$ cat config.mk
export PLATFORM = sky130hd
export DESIGN_NAME = reloj_min_hora_flat
export DESIGN_NICKNAME = d
export VERILOG_FILES = /design/src/rtl/reloj_min_hora_if.sv /design/src/rtl/reloj_min_hora.sv /design/src/flat_wrapper.sv
export SDC_FILE = /design/constraint.sdc
export NUM_CORES = 1
export LEC_CHECK = 0
export ABC_AREA = 1
export CAP_MARGIN = 5
export CORE_ASPECT_RATIO = 0.8
export CORE_MARGIN = 3
export CORE_UTILIZATION = 35
export CTS_CLUSTER_SIZE = 12
export DETAILED_ROUTE_END_ITERATION = 6
export SLEW_MARGIN = 0
export SYNTH_ARGS = -nofsm -noshare
export SYNTH_HDL_FRONTEND = slang
export SYNTH_SLANG_ARGS = --single-unit
$ cat constraint.sdc
create_clock -name clk -period 1.5 [get_ports clk]
set_clock_uncertainty 0.2 [all_clocks]
set_input_delay 0.3 -clock clk [delete_from_list [all_inputs] [get_ports clk]]
set_output_delay 0.3 -clock clk [all_outputs]
set_load 0.02 [all_outputs]
$ cat src/rtl/reloj_min_hora_if.sv
// Control and display bus of the minutes/hours stage.
// The master drives the tick, mode and buttons; the slave returns the BCD digits and the day pulse.
interface reloj_min_hora_if;
    logic       tick;
    logic       en_set;
    logic       btn_min;
    logic       btn_hr;
    logic [3:0] min_u;
    logic [3:0] min_t;
    logic [3:0] hr_u;
    logic [3:0] hr_t;
    logic       dia;

    modport master (
        output tick, en_set, btn_min, btn_hr,
        input  min_u, min_t, hr_u, hr_t, dia
    );

    modport slave (
        input  tick, en_set, btn_min, btn_hr,
        output min_u, min_t, hr_u, hr_t, dia
    );
endinterface

$ cat src/rtl/reloj_min_hora.sv
// BCD minutes/hours counter with tick edge detection and a button-driven set mode.
// All state changes on the falling edge of clk; rst clears everything asynchronously.
module reloj_min_hora (
    input  logic             clk,
    input  logic             rst,
    reloj_min_hora_if.slave  bus
);
    localparam int unsigned DW = 4;
    localparam int unsigned SW = 3;

    logic [DW-1:0] min_u_q, min_u_d;
    logic [DW-1:0] min_t_q, min_t_d;
    logic [DW-1:0] hr_u_q,  hr_u_d;
    logic [DW-1:0] hr_t_q,  hr_t_d;
    logic          dia_q,   dia_d;
    logic          tick_q;
    logic [SW-1:0] bm_q, bh_q;

    logic adv, push_min, push_hr, min_inc, min_carry, hr_inc, hr_wrap;

    // Bit 0 = s1, bit 1 = s2, bit 2 = s3 (edge flop).
    assign adv      = bus.tick & ~tick_q & ~bus.en_set;
    assign push_min = bm_q[1] & ~bm_q[2] & bus.en_set;
    assign push_hr  = bh_q[1] & ~bh_q[2] & bus.en_set;

    assign hr_wrap  = (hr_t_q == DW'(2)) && (hr_u_q == DW'(3));

    always_comb begin
        min_u_d   = min_u_q;
        min_t_d   = min_t_q;
        hr_u_d    = hr_u_q;
        hr_t_d    = hr_t_q;
        dia_d     = 1'b0;
        min_carry = 1'b0;
        min_inc   = adv | push_min;

        if (min_inc) begin
            if (min_u_q != DW'(9)) begin
                min_u_d = min_u_q + DW'(1);
            end else begin
                min_u_d = '0;
                if (min_t_q != DW'(5)) begin
                    min_t_d = min_t_q + DW'(1);
                end else begin
                    min_t_d   = '0;
                    min_carry = 1'b1;
                end
            end
        end

        // Carry out of minutes only counts in run mode; set-mode minute pushes wrap locally.
        hr_inc = (adv & min_carry) | push_hr;
        if (hr_inc) begin
            if (hr_wrap) begin
                hr_u_d = '0;
                hr_t_d = '0;
                dia_d  = adv & min_carry;
            end else if (hr_u_q == DW'(9)) begin
                hr_u_d = '0;
                hr_t_d = hr_t_q + DW'(1);
            end else begin
                hr_u_d = hr_u_q + DW'(1);
            end
        end
    end

    always_ff @(negedge clk or posedge rst) begin
        if (rst) begin
            min_u_q <= '0;
            min_t_q <= '0;
            hr_u_q  <= '0;
            hr_t_q  <= '0;
            dia_q   <= 1'b0;
            tick_q  <= 1'b0;
            bm_q    <= '0;
            bh_q    <= '0;
        end else begin
            min_u_q <= min_u_d;
            min_t_q <= min_t_d;
            hr_u_q  <= hr_u_d;
            hr_t_q  <= hr_t_d;
            dia_q   <= dia_d;
            tick_q  <= bus.tick;
            bm_q    <= {bm_q[SW-2:0], bus.btn_min};
            bh_q    <= {bh_q[SW-2:0], bus.btn_hr};
        end
    end

    assign bus.min_u = min_u_q;
    assign bus.min_t = min_t_q;
    assign bus.hr_u  = hr_u_q;
    assign bus.hr_t  = hr_t_q;
    assign bus.dia   = dia_q;
endmodule

$ cat src/flat_wrapper.sv
// flat-port wrapper written by rule: the top's interface ports become plain ports
module reloj_min_hora_flat 
  (clk, rst, bus_tick, bus_en_set, bus_btn_min, bus_btn_hr, bus_min_u, bus_min_t, bus_hr_u, bus_hr_t, bus_dia);
  reloj_min_hora_if bus_i ();
  input  logic clk;
  input  logic rst;
  input wire logic [$bits(bus_i.tick)-1:0] bus_tick;
  input wire logic [$bits(bus_i.en_set)-1:0] bus_en_set;
  input wire logic [$bits(bus_i.btn_min)-1:0] bus_btn_min;
  input wire logic [$bits(bus_i.btn_hr)-1:0] bus_btn_hr;
  output wire logic [$bits(bus_i.min_u)-1:0] bus_min_u;
  output wire logic [$bits(bus_i.min_t)-1:0] bus_min_t;
  output wire logic [$bits(bus_i.hr_u)-1:0] bus_hr_u;
  output wire logic [$bits(bus_i.hr_t)-1:0] bus_hr_t;
  output wire logic [$bits(bus_i.dia)-1:0] bus_dia;
  assign bus_i.tick = bus_tick;
  assign bus_i.en_set = bus_en_set;
  assign bus_i.btn_min = bus_btn_min;
  assign bus_i.btn_hr = bus_btn_hr;
  assign bus_min_u = bus_i.min_u;
  assign bus_min_t = bus_i.min_t;
  assign bus_hr_u = bus_i.hr_u;
  assign bus_hr_t = bus_i.hr_t;
  assign bus_dia = bus_i.dia;
  reloj_min_hora u_core (.clk(clk), .rst(rst), .bus(bus_i));
endmodule
After elaboration in Yosys (flattened, before gate mapping). Cells that the tools add are included.

Bitwise logic cells: 14. Mux-type cells: 11. Equal/unequal tests: 5. Add/sub/neg operators: 4. Reduce and logical (&&, ||, !) cells: 4.

Operator list (number): 4-bit two-way mux (6); 4-bit by 1-bit adder with 4-bit output (second input constant) (4); 4-bit by 2-bit equality test with 1-bit output (second input constant) (2); 1-bit bitwise AND (7); 1-bit two-way mux (5); 1-bit inverter (5); 4-bit equality test (second input constant) (1); 4-bit by 3-bit != test with 1-bit output (second input constant) (1); 4-bit != test (second input constant) (1); 2-bit AND reduction (2); 1-bit OR (2); 2-bit nonzero test (1); 1-bit logical AND (1).

Flip-flop bits (word level): 24. Input port bits: 6. Output and inout port bits: 17. Logic and storage cells: 46.

Depth between registers and ports, before layout. Gate-level depths: netlist of the first run.

Depth after elaboration: 8. Mapped depth: 8. Depth with buffers taken out: 8.

==> results of run 1 <==
layer usage:
layer	track usage (%)	wire length, um	vias to the layer above
li1	-	-	538
met1	15.9	1180	496
met2	23.1	1340	20
met3	3.35	125	2
met4	2.73	12	0
met5	0	0	-
synthesized netlist by cell type (all sizes together), types with 2 or more instances:
library cell / number
nor2: 13
nand3b: 2
xnor2: 2
nand3: 12
ha: 4
dfrtn: 24
o21ai: 3
nand2: 43
a21oi: 2
inv: 19
xor2: 5
cell type report:
cell class                 count  area [um^2]  area share [%]
multi-input combinational     91          649            32.4
sequential                    24          601            29.9
timing repair buffer          57          568            28.3
inverter                      19         82.6            4.12
clock buffer                   4         55.1            2.74
tap                           40         50.0            2.50
state kept, by name, summed over array words and instances, names as in the netlist:
signal and cells:
u_core.bus.hr_t 4, u_core.bus.dia 1, u_core.bus.min_t 4, u_core.bh_q 3
u_core.bm_q 3, u_core.bus.min_u 4, u_core.tick_q 1, u_core.bus.hr_u 4
what timing repair did:
| item | in CTS | in global routing |
|---|---|---|
| cloned | 1 | 0 |
| setup endpoints to repair | 37 | 34 |
| pin swaps | 10 | 12 |
| setup buffers | 7 | 9 |
| resized for setup | 142 | 22 |
layout by cell type, fill, tap and decap left out:
cell type and instances:
ha_1 2, xnor2_1 2, nor2_2 3, nor3_4 1
o31ai_1 1, inv_4 3, nand3_1 10, clkinvlp_4 1
o21ai_1 3, clkbuf_8 4, nand2_4 6, nor3b_4 1
buf_12 3, dlygate4sd2_1 2, inv_2 2, buf_6 24
ha_4 2, nand2_2 14, nand3_4 2, nor2_4 5
a21oi_1 2, nand3b_1 2, dfrtn_1 24, and3_1 1
buf_8 1, nand2_1 24, inv_1 13, buf_4 26
nor2_1 5, xor2_1 5, clkdlybuf4s50_1 1
cells by family after synthesis:
family | count (synthesis) | synth area share [%]
adders and majority gates | 4 | 4.32
and+or+nand+nor | 73 | 29.7
xor gates and xnor gates | 7 | 5.29
AOI/OAI and AO/OA | 6 | 2.80
buffers and inverters | 19 | 6.15
DFF | 24 | 51.8
path summary, 6_finish.rpt:
| kind | start | endpoint | slack, ps | cells after the start |
|---|---|---|---|---|
| min in group asynchronous | rst | u_core.tick_q$_DFF_NP0_ | 830 | 3 |
| setup / recovery | u_core.bus.hr_t[3]$_DFFE_NP0P_ | bus_hr_t[3] | -590 | 1 |
| hold reg to reg | u_core.bh_q[0]$_DFF_NP0_ | u_core.bh_q[1]$_DFF_NP0_ | 100 | 0 |
| max in group asynchronous | rst | u_core.bus.hr_t[0]$_DFFE_NP0P_ | 110 | 3 |
| setup reg to reg | u_core.bus.min_t[1]$_DFFE_NP0P_ | u_core.bus.hr_t[0]$_DFFE_NP0P_ | -190 | 10 |
| hold / removal | u_core.bh_q[0]$_DFF_NP0_ | u_core.bh_q[1]$_DFF_NP0_ | 100 | 0 |
power by group through the flow:
stage	registers, W	logic [W]	clock network, W
CTS	0.000913	0.00145	0.000453
global route	0.000934	0.00173	0.000475
floorplan	0.00115	0.000388	0
detailed placement	0.000898	0.00129	0
global placement	0.000890	0.00127	0
finish	0.000913	0.00160	0.000435
per-stage QoR:
step	cell area, um^2	util, %	setup TNS (ps)
after floorplan	1190	-	-10670
after CTS	1880	60.0	-13170
final	2010	64.1	-13600
after global routing	2010	64.1	-14890
after global placement	1660	53.2	-35030
after detailed placement	1660	53.2	-35670
==> results.py, run 1 <==
metrics = {
    "outcome": {
        "status": "finished, violations left",
        "violations": "negative setup slack",
    },
    "sta": {
        "max-slew-margin-rel_pct": 86.3,
        "rsz0062_at_grt": "yes",
        "worst_pin_slew_ps": 205,
        "holdWs_ps": 95.8,
        "hold_violations": 0,
        "setup_viol": 34,
        "slew_violations": 0,
        "layout_setup_ws_ps": -593,
    },
    "synthesis": {
        "ys_warn_count": 0,
        "synth_enable_flop_cells": 0,
        "synth_fp_nets": 143,
        "yosys.area.top_type": "dfrtn_1",
        "avgSynthCellArea_um2": 8.72,
        "ys_seq_area_share_pct": 51.8,
        "yosysUniqueCellTypes": 21,
        "synth.area.top_cells": "dfrtn_1, nand2_1, inv_1",
        "async_flop_share_pct": 100,
        "ys_dominant_reg_cell": "dfrtn_1",
        "syn_inst": 133,
        "ys_ff_latch": 24,
        "syn-cell-area_mm2": 0.00116,
        "synth_top_area_share_pct": 51.8,
    },
    "setup_path": {
        "end_kind": "output pin",
        "worstSetupPathType": "register to output pin",
        "worstPathMaxFanout": 2,
        "path_cells": "buf_6",
        "path_buf_inv": 1,
        "cpPeakStageDelay_ps": 440,
        "cp-start-kind": "register",
        "arrival_ps": 1590,
        "critPathTopFamily": "flip-flops",
        "cp.required_ps": 1000,
        "crit_path_top_delay_cell": "dfrtn_1",
    },
    "global_route": {
        "gr-total-overflow": 0,
        "grt_antenna_before_repair": 0,
        "grt_pass1_wl_um": 4180,
        "grt_usage_pct": 13.0,
        "grt_pass1_vias": 986,
        "grt_max_degree": 15,
    },
    "power_and_ir_drop": {
        "pwr-share-comb_pct": 54.3,
        "p_int_w": 0.00187,
        "leakage_nw": 1.03,
        "pwr_density_cell_mw_per_mm2": 1470,
        "ir_drop_uv": 614,
        "seqPwrFrac_pct": 31.0,
        "switching_share_pct": 36.7,
        "p_total_w": 0.00295,
        "p_sw_w": 0.00108,
        "power.share.clock_pct": 14.8,
    },
    "floorplan": {
        "ios": 23,
        "die_area_mm2": 0.00405,
        "row_count": 18,
        "core_mm2": 0.00313,
        "die_w_um": 70.4,
        "start_util_pct": 37.1,
        "die_y_um": 57.5,
    },
    "detailed_routing": {
        "first_pass_iters": 4,
        "ant_nets": 0,
        "avgRoutedWirePerCell_um": 11.3,
        "wl_um": 2660,
        "vias_per_cell": 4.49,
        "drc_errors": 0,
        "initialDrtViolationCount": 34,
        "num_vias": 1056,
    },
    "clock_tree": {
        "cts_root_buffer": "clkbuf_8",
        "cts_inserted_buffers": 3,
        "clockBufferDepth": 2,
        "cts_max_level": 1,
        "cts_tree": "built",
        "clk_latency_ps": 270,
        "cts.sinks": 24,
        "clkTransAtPathRegs_ps": 60,
        "hold_buffers": 0,
    },
    "place": {
        "dp_slack_ps": -1080,
        "post-place-cells": 219,
        "routabilityCongestion": 0.779,
        "portBuffers": 22,
        "hpwlAfterDp_um": 1820,
    },
    "layout": {
        "final_nets": 206,
        "fillers": 245,
        "syn_to_final_growth_pct": 72.9,
        "diodes": 0,
        "fin_cells": 235,
        "drive_gt1_share_pct": 50.3,
    },
    "run": {
        "drv_cap": 0,
    },
    "worst_hold_path": {
        "hold_class": "register to register",
    },
}
(Power assumes the default switching activity.)
==> run 2, diff against run 1 <==
- ABC_CLOCK_PERIOD_IN_PS: not set -> 1500
- CORE_UTILIZATION: 35 -> 45
- CTS_CLUSTER_DIAMETER: not set -> 150
- PLACE_DENSITY: not set -> 0.74
==> results.py, run 2 (synthesis results as in run 1) <==
metrics = {
    "outcome": {
        "status": "finished, violations left",
        "violations": "negative setup slack",
    },
    "global_route": {
        "grt_antenna_before_repair": 0,
        "grt_pass1_vias": 1140,
        "gr-total-overflow": 0,
        "grt_usage_pct": 21.0,
        "grt_max_degree": 18,
        "grt_pass1_wl_um": 5240,
    },
    "setup_path": {
        "rr_worst_depth": 10,
        "arrival_ps": 1650,
        "cp.required_ps": 1000,
        "path_buf_inv": 1,
        "r2r_end": "u_core.bus.hr_t[1]$_DFFE_NP0P_",
        "r2r_setup_slack_ps": -340,
        "path_cells": "buf_6",
        "end_kind": "output pin",
        "worstPathMaxFanout": 2,
        "crit_path_top_delay_cell": "dfrtn_1",
        "r2r_start": "u_core.bus.hr_t[2]$_DFFE_NP0P_",
        "cp-start-kind": "register",
        "critPathTopFamily": "flip-flops",
        "crit_start": "u_core.bus.hr_t[0]$_DFFE_NP0P_",
        "cpPeakStageDelay_ps": 460,
        "path_depth": 1,
        "setup.worst_path.end": "bus_hr_t[0]",
        "worstSetupPathType": "register to output pin",
    },
    "clock_tree": {
        "cts.sinks": 24,
        "cts_root_buffer": "clkbuf_4",
        "clockBufferDepth": 2,
        "clkTransAtPathRegs_ps": 90,
        "cts_tree": "built",
        "hold_buffers": 0,
        "cts_inserted_buffers": 3,
        "clk_latency_ps": 310,
        "cts_max_level": 1,
    },
    "detailed_routing": {
        "num_vias": 1083,
        "first_pass_iters": 4,
        "vias_per_cell": 4.75,
        "avgRoutedWirePerCell_um": 13.4,
        "ant_nets": 0,
        "drc_errors": 0,
        "initialDrtViolationCount": 23,
        "wl_um": 3060,
    },
    "floorplan": {
        "row_count": 15,
        "die_w_um": 62.8,
        "die_area_mm2": 0.00323,
        "start_util_pct": 50.7,
        "core_mm2": 0.00229,
        "die_y_um": 51.4,
        "ios": 23,
    },
    "place": {
        "hpwlAfterDp_um": 1930,
        "dp_slack_ps": -1100,
        "portBuffers": 22,
        "placed_area_mm2": 0.00166,
        "routabilityCongestion": 0.769,
    },
    "layout": {
        "final_common_cell": "nand2_1",
        "syn_to_final_growth_pct": 69.1,
        "final_nets": 205,
        "drive_gt1_share_pct": 47.4,
        "diodes": 0,
        "final_cell_mix": "nand2_1, buf_4, dfrtn_1, buf_6, inv_1",
        "final_area_mm2": 0.00196,
        "fin_util_pct": 85.7,
    },
    "sta": {
        "hold_violations": 0,
        "rsz0062_at_grt": "yes",
        "layout_setup_ws_ps": -647,
        "max-slew-margin-rel_pct": 87.4,
        "worst_pin_slew_ps": 187,
        "setup_viol": 34,
        "slew_violations": 0,
        "holdWs_ps": 98.9,
    },
    "power_and_ir_drop": {
        "ir_drop_uv": 1060,
        "leakage_nw": 1.01,
        "pwr_density_cell_mw_per_mm2": 1490,
        "p_total_w": 0.00292,
    },
    "run": {
        "drv_cap": 0,
    },
    "worst_hold_path": {
        "hold_class": "register to register",
    },
}
## run 2: cell types whose count changed in the layout (fill, tap and decap cells not counted), sizes merged
cell	delta
dlygate4sd2	-2
clkdlybuf4s50	+2
bufinv	+1
buf	-1
clkbuf	-1
## run 2: layout make-up
class                           instances  area [um^2]
Fill cell                             124          328
Inverter                               19         82.6
Clock inverter                          1         30.0
Multi-Input combinational cell         91          644
Tap cell                               34         42.5
Sequential cell                        24          601
Timing Repair Buffer                   56          539
Clock buffer                            3         22.5
## run 2: how the worst min path moves through the flow
stage / endpoint / start / slack (ps) / cells past startpoint
3_5_place_dp: u_core.bm_q[1]$_DFF_NP0_ / u_core.bm_q[0]$_DFF_NP0_ / 100 / 0
5_1_grt: u_core.bh_q[1]$_DFF_NP0_ / u_core.bh_q[0]$_DFF_NP0_ / 120 / 0
4_1_cts: u_core.bm_q[1]$_DFF_NP0_ / u_core.bm_q[0]$_DFF_NP0_ / 100 / 0
6_report: u_core.bm_q[1]$_DFF_NP0_ / u_core.bm_q[0]$_DFF_NP0_ / 100 / 0
3_3_place_gp: u_core.bh_q[1]$_DFF_NP0_ / u_core.bh_q[0]$_DFF_NP0_ / 90 / 0
2_1_floorplan: u_core.bh_q[1]$_DFF_NP0_ / u_core.bh_q[0]$_DFF_NP0_ / 90 / 0
## run 2: through the flow
step                      cells  setup TNS [ps]
after detailed placement    215          -35740
after global placement      215          -35050
after floorplan             133          -10670
after global routing        228          -15980
final                       228          -14240
after CTS                   226          -13750
## run 2: routing by layer
metal	vias to the layer above	global-route usage, %	wire length, um
met5	-	0	0
met4	0	5.49	64
met3	8	4.40	128
met2	33	40.0	1610
met1	507	24.2	1250
li1	535	-	-
## run 2: power breakdown
part	leakage (nW)	internal (W)	switching [W]	total, W
logic	0.685	0.000746	0.000787	0.00153
registers	0.302	0.000811	0.000109	0.000920
clock network	0.0279	0.000270	0.000199	0.000470
## run 2: timing repair
item                                   CTS  global route
gates resized for setup                142            10
setup endpoints to repair               35            34
pin swaps                                7             5
buffers inserted                         6             3
gates cloned                             1             0
endpoints found under the hold margin    0             0
